## src/rtl/sync_mutex_merge_n.sv

```systemverilog
// N-channel synchronous mutual-exclusion merge: latches one-shot requests, grants one
// channel at a time and sequences the driveNext -> fire -> free handshake for it.

module sync_mutex_merge_n_pend (
    input  logic clk,
    input  logic rst,
    input  logic i_set,
    input  logic i_clr,
    output logic o_pend
);
    logic pend_q, pend_d;

    // A request arriving on the clearing edge survives the clear.
    always_comb pend_d = (pend_q & ~i_clr) | i_set;

    always_ff @(posedge clk) begin
        if (!rst) pend_q <= 1'b0;
        else      pend_q <= pend_d;
    end

    assign o_pend = pend_q;
endmodule

module sync_mutex_merge_n #(
    parameter int NUM_CH     = 2,
    parameter int FIRE_DELAY = 2,
    parameter int RR_MODE    = 1
) (
    input  logic              clk,
    input  logic              rst,
    input  logic [NUM_CH-1:0] i_drive,
    input  logic              i_freeNext,
    output logic              o_driveNext,
    output logic              o_fire,
    output logic [NUM_CH-1:0] o_data,
    output logic [NUM_CH-1:0] o_free,
    output logic              o_busy
);
    localparam int PW = (NUM_CH > 2) ? $clog2(NUM_CH) : 1;

    generate
        if (NUM_CH < 2 || NUM_CH > 32) begin : g_bad_num_ch
            $error("sync_mutex_merge_n: NUM_CH must be in 2..32");
        end
        if (FIRE_DELAY < 1 || FIRE_DELAY > 15) begin : g_bad_fire_delay
            $error("sync_mutex_merge_n: FIRE_DELAY must be in 1..15");
        end
        if (RR_MODE != 0 && RR_MODE != 1) begin : g_bad_rr_mode
            $error("sync_mutex_merge_n: RR_MODE must be 0 or 1");
        end
    endgenerate

    typedef enum logic [1:0] {
        S_IDLE      = 2'd0,
        S_GRANT     = 2'd1,
        S_WAIT_FREE = 2'd2,
        S_RELEASE   = 2'd3
    } state_e;

    state_e            state_q, state_d;
    logic [NUM_CH-1:0] data_q, data_d;
    logic [NUM_CH-1:0] free_q, free_d;
    logic [PW-1:0]     ptr_q, ptr_d;
    logic [3:0]        cnt_q, cnt_d;
    logic              dn_q, dn_d;
    logic              fire_q, fire_d;
    logic              busy_q, busy_d;

    logic [NUM_CH-1:0] pend, clr, cand, win_oh;
    logic [PW-1:0]     win_idx, ptr_nxt;
    logic [PW:0]       start, idx;
    logic              win_found;

    generate
        for (genvar g = 0; g < NUM_CH; g++) begin : g_ch
            sync_mutex_merge_n_pend u_pend (
                .clk   (clk),
                .rst   (rst),
                .i_set (i_drive[g]),
                .i_clr (clr[g]),
                .o_pend(pend[g])
            );
        end
    endgenerate

    // Rotating first-one search from the pointer; fixed priority starts at 0.
    always_comb begin
        cand      = pend | i_drive;
        start     = (RR_MODE != 0) ? {1'b0, ptr_q} : '0;
        idx       = '0;
        win_found = 1'b0;
        win_idx   = '0;
        for (int off = 0; off < NUM_CH; off++) begin
            idx = start + (PW+1)'(off);
            if (idx >= (PW+1)'(NUM_CH)) idx = idx - (PW+1)'(NUM_CH);
            if (!win_found && cand[idx[PW-1:0]]) begin
                win_found = 1'b1;
                win_idx   = idx[PW-1:0];
            end
        end
        win_oh          = '0;
        win_oh[win_idx] = 1'b1;
        ptr_nxt = (win_idx == PW'(NUM_CH-1)) ? '0 : win_idx + 1'b1;
    end

    always_ff @(posedge clk) begin
        if (!rst) begin
            state_q <= S_IDLE;
            data_q  <= '0;
            free_q  <= '0;
            ptr_q   <= '0;
            cnt_q   <= '0;
            dn_q    <= 1'b0;
            fire_q  <= 1'b0;
            busy_q  <= 1'b0;
        end else begin
            state_q <= state_d;
            data_q  <= data_d;
            free_q  <= free_d;
            ptr_q   <= ptr_d;
            cnt_q   <= cnt_d;
            dn_q    <= dn_d;
            fire_q  <= fire_d;
            busy_q  <= busy_d;
        end
    end

    // RELEASE arbitrates like IDLE so a waiting request is granted right after o_free.
    always_comb begin
        state_d = state_q;
        case (state_q)
            S_IDLE, S_RELEASE: state_d = win_found ? S_GRANT : S_IDLE;
            S_GRANT:           if (cnt_q == 4'd1) state_d = S_WAIT_FREE;
            S_WAIT_FREE:       if (i_freeNext) state_d = S_RELEASE;
            default:           state_d = S_IDLE;
        endcase
    end

    always_comb begin
        dn_d   = 1'b0;
        fire_d = 1'b0;
        free_d = '0;
        clr    = '0;
        data_d = data_q;
        busy_d = busy_q;
        cnt_d  = cnt_q;
        ptr_d  = ptr_q;
        case (state_q)
            S_IDLE, S_RELEASE: begin
                if (win_found) begin
                    dn_d   = 1'b1;
                    data_d = win_oh;
                    busy_d = 1'b1;
                    cnt_d  = 4'(FIRE_DELAY);
                    if (RR_MODE != 0) ptr_d = ptr_nxt;
                end else begin
                    data_d = '0;
                    busy_d = 1'b0;
                end
            end
            S_GRANT: begin
                cnt_d  = cnt_q - 4'd1;
                fire_d = (cnt_q == 4'd1);
            end
            S_WAIT_FREE: begin
                if (i_freeNext) begin
                    free_d = data_q;
                    clr    = data_q;
                end
            end
            default: ;
        endcase
    end

    assign o_driveNext = dn_q;
    assign o_fire      = fire_q;
    assign o_data      = data_q;
    assign o_free      = free_q;
    assign o_busy      = busy_q;

    a_data_onehot: assert property (@(posedge clk) disable iff (!rst) $onehot0(o_data));
    a_free_onehot: assert property (@(posedge clk) disable iff (!rst) $onehot0(o_free));
    a_dn_fire_excl: assert property (@(posedge clk) disable iff (!rst) !(o_driveNext && o_fire));
endmodule

```

## config.mk

```make
export PLATFORM = sky130hd
export DESIGN_NAME = sync_mutex_merge_n
export DESIGN_NICKNAME = d
export VERILOG_FILES = /design/src/rtl/sync_mutex_merge_n.sv
export SDC_FILE = /design/constraint.sdc
export NUM_CORES = 1
export LEC_CHECK = 0
export ABC_CLOCK_PERIOD_IN_PS = 1700
export BUFFER_PORTS_ARGS = -buffer_cell sky130_fd_sc_hd__buf_4
export CORE_MARGIN = 8
export CORE_UTILIZATION = 53
export CTS_CLUSTER_DIAMETER = 80
export CTS_CLUSTER_SIZE = 10
export DETAILED_ROUTE_END_ITERATION = 12
export PLACE_DENSITY = 0.75
export SLEW_MARGIN = 20
export SYNTH_ARGS = -nofsm -noshare
export SYNTH_HDL_FRONTEND = slang
export SYNTH_HIERARCHICAL = 1
export SYNTH_SLANG_ARGS = --single-unit
```

## constraint.sdc

```tcl
create_clock -name clk -period 1.7 [get_ports clk]
set_input_delay 0.51 -clock clk [delete_from_list [all_inputs] [get_ports clk]]
set_output_delay 0.51 -clock clk [all_outputs]
set_load 0.02 [all_outputs]
```

; ---- Yosys cells after proc, flatten, opt, wreduce, memory -nomap -nowiden
; Index checks and enable logic that the tools add are counted.
[word_totals]
ff_bits = 16
latch_bits = 0
mem_bits_rw = 0
romBits = 0
in_bits = 5
out_inout_bits = 7
memories = 0
[classes]
add_sub_neg = 5
mul = 0
div = 0
magnitude_cmp = 6
eq_ne = 7
shift = 0
muxes = 23
bitwise_logic = 7
reduce_logical = 11
[op_table]
columns = cell, n
row1 = $mux 1, 14
row2 = $mux 2, 5
row3 = $reduce_and 2->1, 5
row4 = $pmux 4 s2, 1
row5 = $lt 1x2->1 const B, 3
row6 = $ne 2x2->1 const B, 3
row7 = $pmux 2 s3, 1
row8 = $eq 2x2->1 const B, 2
row9 = $eq 4x1->1 const B, 1
row10 = $mux 4, 1
row11 = $sub 4x1->4 const B, 1
row12 = $add 1x1->2 const B, 1
row13 = $and 1x1->1, 2
row14 = $eq 2x1->1 const B, 1
row15 = $ge 1x2->1 const B, 1
row16 = $ge 2x2->1 const B, 1
row17 = $logic_and 1x1->1, 2
row18 = $logic_not 2->1, 1
row19 = $not 1->1, 2
row20 = $or 1x1->1, 2
row21 = $or 2x2->2, 1
row22 = $reduce_bool 2->1, 1
row23 = $reduce_or 2->1, 1
row24 = $sub 1x1->1 const B, 2
row25 = other kinds (4), 4

; ---- Depth between registers and ports, before layout
[depth]
depth_word = 13
depth_mapped = 7
depth_no_buf = 6

; ---- Cells and area by module
; Netlist, hierarchy kept.
[modules_own_cells]
columns = mod, n_inst, cells_each, area_per_inst_um2
row1 = sync_mutex_merge_n, 1, 81, 734.5
row2 = sync_mutex_merge_n_pend, 2, 3, 41.3

; ---- Worst setup path after synthesis
; No wires, ideal clock.
[synth_timing]
path_type = input to register
startpoint = in i_drive[0]
endpoint = reg cnt_q[3]
setup_time_ps = 120
t_arrival_ps = 1404
required_time_ps = 1580
setup_slack_ps = 176
stages = 4
n_path_buf = 0
cell_sequence = or4_4 -> nand2_2 -> nor3_1 -> o31a_1
[synth_between]
elab_chain_len = 9
elab_cells_between_ends = 11
[synth_lines]
columns = item, line
row1 = start: declaration, 31  ; input logic [NUM_CH-1:0] i_drive,
row2 = $or 2x2->2 *, 88  ; cand = pend | i_drive;
row3 = $mux 1 (not written as such) (2 in a row), 96  ; if (!win_found && cand[idx[PW-1:0]]) begin
row4 = $mux 1, 96
row5 = $logic_not 1->1, 96
row6 = $logic_and 1x1->1, 96
row7 = $mux 1 *, 96
row8 = $ne 2x2->1 (no line) *, -
row9 = $reduce_and 2->1 (no line) *, -
row10 = end signal: assignment, 121  ; cnt_q <= cnt_d;
row11 = end: declaration, 64  ; logic [3:0] cnt_q, cnt_d;
; Mark *: on every way between the ends. The rest lies on a longest branch, timed or not. The select of a mux whose other input is x is not followed.
; A chain may end at the register's enable or synchronous reset.

; ---- Worst setup path after layout
[layout_timing]
startpoint = reg state_q[0]
endpoint = reg cnt_q[3]
[layout_between]
elab_chain_len = 4
elab_cells_between_ends = 8
[layout_lines]
columns = item, line
row1 = start: declaration, 60  ; state_e state_q, state_d;
row2 = start signal: assignment, 117  ; state_q <= state_d;
row3 = $eq 2x2->1 / $logic_not 2->1 (equally long branches), 148  ; case (state_q)
row4 = $reduce_or 2->1, 148
row5 = $ne 2x2->1 (no line) / $reduce_bool 2->1 (equally long branches), -
row6 = $reduce_and 2->1 (no line), -
; Parallel ways exist; a longest one is shown, timed or not.

==> flow_summary.ini <==
[clocking]
clock-sinks = 16
cts_root_buf = clkbuf_4
cts_buffers = 3
clkLatencyLatePin_ns = 0.28
cts_max_path_buffers = 2
cts_resized = 0
htreeDepth = 1
cts_hold_buf = 0
post_cts.repair.setup_buffers = 0
clkSlewWorstSetupHoldPaths_ns = 0.09
cts_tree = yes

[global_route]
grt_max_degree = 17
grt_pass1_wl_um = 3056
grt.overflow.total = 0
grt_pass1_vias = 724
antenna_found_initial = 0
grt.total_usage = 0.1182

[yosys]
yosysSeqAreaShare = 0.3920
ys_types = 39
synth_compound_area_frac = 0.1914
netlist_instances = 87
synth_edf_count = 0
ys_ff_latch = 16
synthMuxAreaShare = 0.02603
ys.warnings.count = 6
synthXorXnorAreaFrac = 0.01072
syn-num-nets = 96
synth_top_family_by_area = simple AND/OR/NAND/NOR gates
netlist_area_sq_um = 817.0
ys.flop_type = dfxtp_1
async_flop_share = 0
syn_avg_cell_area_sq_um = 9.391
synthSimpleGateAreaFrac = 0.2588
synth_fa_ha_area_frac = 0.06126

[power_and_ir_drop]
power.internal_mw = 1.030
power_frac_comb = 0.512
clkPwrFrac = 0.147
p_leak_nw = 0.4250
p_sw_frac = 0.3940
vdd_drop_max_mv = 1.077
p_per_area_nw_per_um2 = 1768
p_switching_mw = 0.6693
power_frac_seq = 0.341

[setup_path]
r2r-end = cnt_q[3]
rr_startpoint = state_q[0]
slowest_delay_ns = 0.42
timing.critical_path.buf_inv = 1
cp-start-kind = flip-flop
path_max_fanout = 10
crit_family = adder cells
crit_path_top_delay_cell = ha_1
r2r_setup_slack_ns = 0.15
critPathArrivalTime_ns = 1.73
path_cells = inv_1 > ha_1 > nand2_1 > a21boi_0 > o31a_1
crit_required_ns = 1.88
crit_path_end_kind = flip-flop
crit_type = reg -> reg
reg2reg_depth = 5

[layout]
fin_nets = 112
drive_above_1_share = 0.2745
fin_cells = 118
fin_area_sq_um = 960.9
n_antenna_cell = 0
syn2layout_area_growth_pct = 17.61

[route]
met1Wirelength_um = 720
drt_iter0_drc = 15
dr_total_vias = 672
firstDrtPassIters = 4
wl_met2_um = 870
via_per_inst = 5.695
highest_layer = met4
drt_wl_total_um = 1689
drtAntennaViolNets = 0
drcViolationCount = 0
wl_per_cell_um = 14.31
wl_met3_um = 76

[placement]
place_ws_ns = -0.005620
place_congestion = 0.7753
place_inst = 114
place_area_sq_um = 923.4
hpwl_um = 1266
io_buffers = 11

[timing]
hold_ws_ns = 0.4681
tightest_slew_ns = 0.3622
maxSlewHeadroom = 0.7585
finalMaxSlewViolations = 0
min_period_ns = 1.553
fmax_mhz = 644.1
final_hold_viol_count = 0
fin_skew_ns = 0.0007118
rsz0062_at_grt = no
final.setup.worst_slack_ns = 0.1475
finalCritPeriodShare = 0.9133
setup_viol = 0

[min_path]
worst_hold_path.num_cells = 2
whs_endpoint = g_ch[1].u_pend/o_pend
min_from = i_drive[1]
min_path_type = in -> reg

[floorplan]
fp.dieH_um = 55.26
coreArea_sq_um = 1471
rows = 14
die_area_sq_um = 3054
num_io_pins = 12
die_x_um = 55.26
initial_core_util = 0.5553

[run_status]
run_status = finished, final reports clean

[flow_run]
cap_violations = 0
==> cell families after synthesis <==
family          Yosys count
buf+inv                  10
simple gates             32
fa+ha+maj                 4
xor+xnor                  1
compound gates           22
mux                       2
flops                    16
==> power groups by stage <==
stage	logic [mW]	clock network, mW	registers (mW)
finish	0.870	0.251	0.579
global route	0.969	0.269	0.597
CTS	0.867	0.254	0.579
detailed placement	0.858	0	0.586
global placement	0.829	0	0.577
floorplan	0.607	0	0.608
==> synthesized netlist by cell type, types with 2 or more instances <==
cell type | number | area, sq um
ha_1 | 4 | 50.05
a21oi_1 | 4 | 20.02
inv_1 | 6 | 22.52
dfxtp_1 | 16 | 320.3
nand2b_1 | 2 | 12.51
and3_1 | 3 | 18.77
o21a_1 | 3 | 22.52
nand2_1 | 7 | 26.28
and2_1 | 4 | 25.02
nor2_1 | 4 | 15.01
clkbuf_1 | 2 | 7.510
nor2b_4 | 2 | 27.53
o211ai_1 | 2 | 15.01
a21boi_0 | 3 | 22.52
==> worst register-to-register path: cells and delay by family, from the launching register on <==
family / cells / cell delay [ns]
AO/OA/AOI/OAI: 2 / 0.42
AND/OR/NAND/NOR: 1 / 0.19
buffers and inverters: 1 / 0.05
adder cells (fa/ha/maj): 1 / 0.42
flip-flops: 1 / 0.37
==> final cells by class <==
class	count	area (sq um)
repair buffers	15	112.6
clock buffers	4	36.28
flip-flops and latches	16	321.6
fillers	146	510.5
inverters	6	22.52
multi-input cells	61	447.9
well taps	16	20.02
==> metrics by stage <==
step / power, mW / util / TNS (ns)
after floorplan: 1.216 / - / 0
after global placement: 1.406 / 0.6276 / 0
after detailed placement: 1.445 / 0.6276 / -0.005620
after CTS: 1.699 / 0.6522 / 0
final: 1.699 / 0.6531 / 0
after global routing: 1.835 / 0.6531 / 0
==> registers in the layout (all words and copies together) (netlist names) <==
register and flops:
state_q 2, o_driveNext 1, ptr_q 1, o_fire 1, o_busy 1, g_ch.u_pend/o_pend 2, o_free 2, o_data 2
cnt_q 4
==> worst max path at each step <==
stage	start	end	slack, ns	cells past startpoint
2_1_floorplan	i_drive[0]	cnt_q[3]	0.18	4
3_3_place_gp	i_drive[0]	cnt_q[3]	0.03	5
3_5_place_dp	i_drive[0]	cnt_q[3]	-0.006	5
4_1_cts	cnt_q[0]	state_q[1]	0.12	5
5_1_grt	cnt_q[1]	state_q[1]	0.03	6
6_report	state_q[0]	cnt_q[3]	0.15	5
==> routing by layer <==
metal  track usage  up-vias
li1              -      334
met1        0.1257      320
met2        0.1955       14
met3       0.03881        4
met4       0.07394        0
met5             0        -
==> cells in the final DEF, fill, tap and decap left out, drive strengths merged, types with 2 or more instances in the layout <==
master  instances
and2            4
nand2           8
a21oi           5
dfxtp          16
ha              4
o211ai          2
clkbuf          4
nand2b          2
and3            3
nor2b           3
o21a            3
a21boi          4
buf            15
nor2            4
inv             6
(Power assumes the default switching activity.)
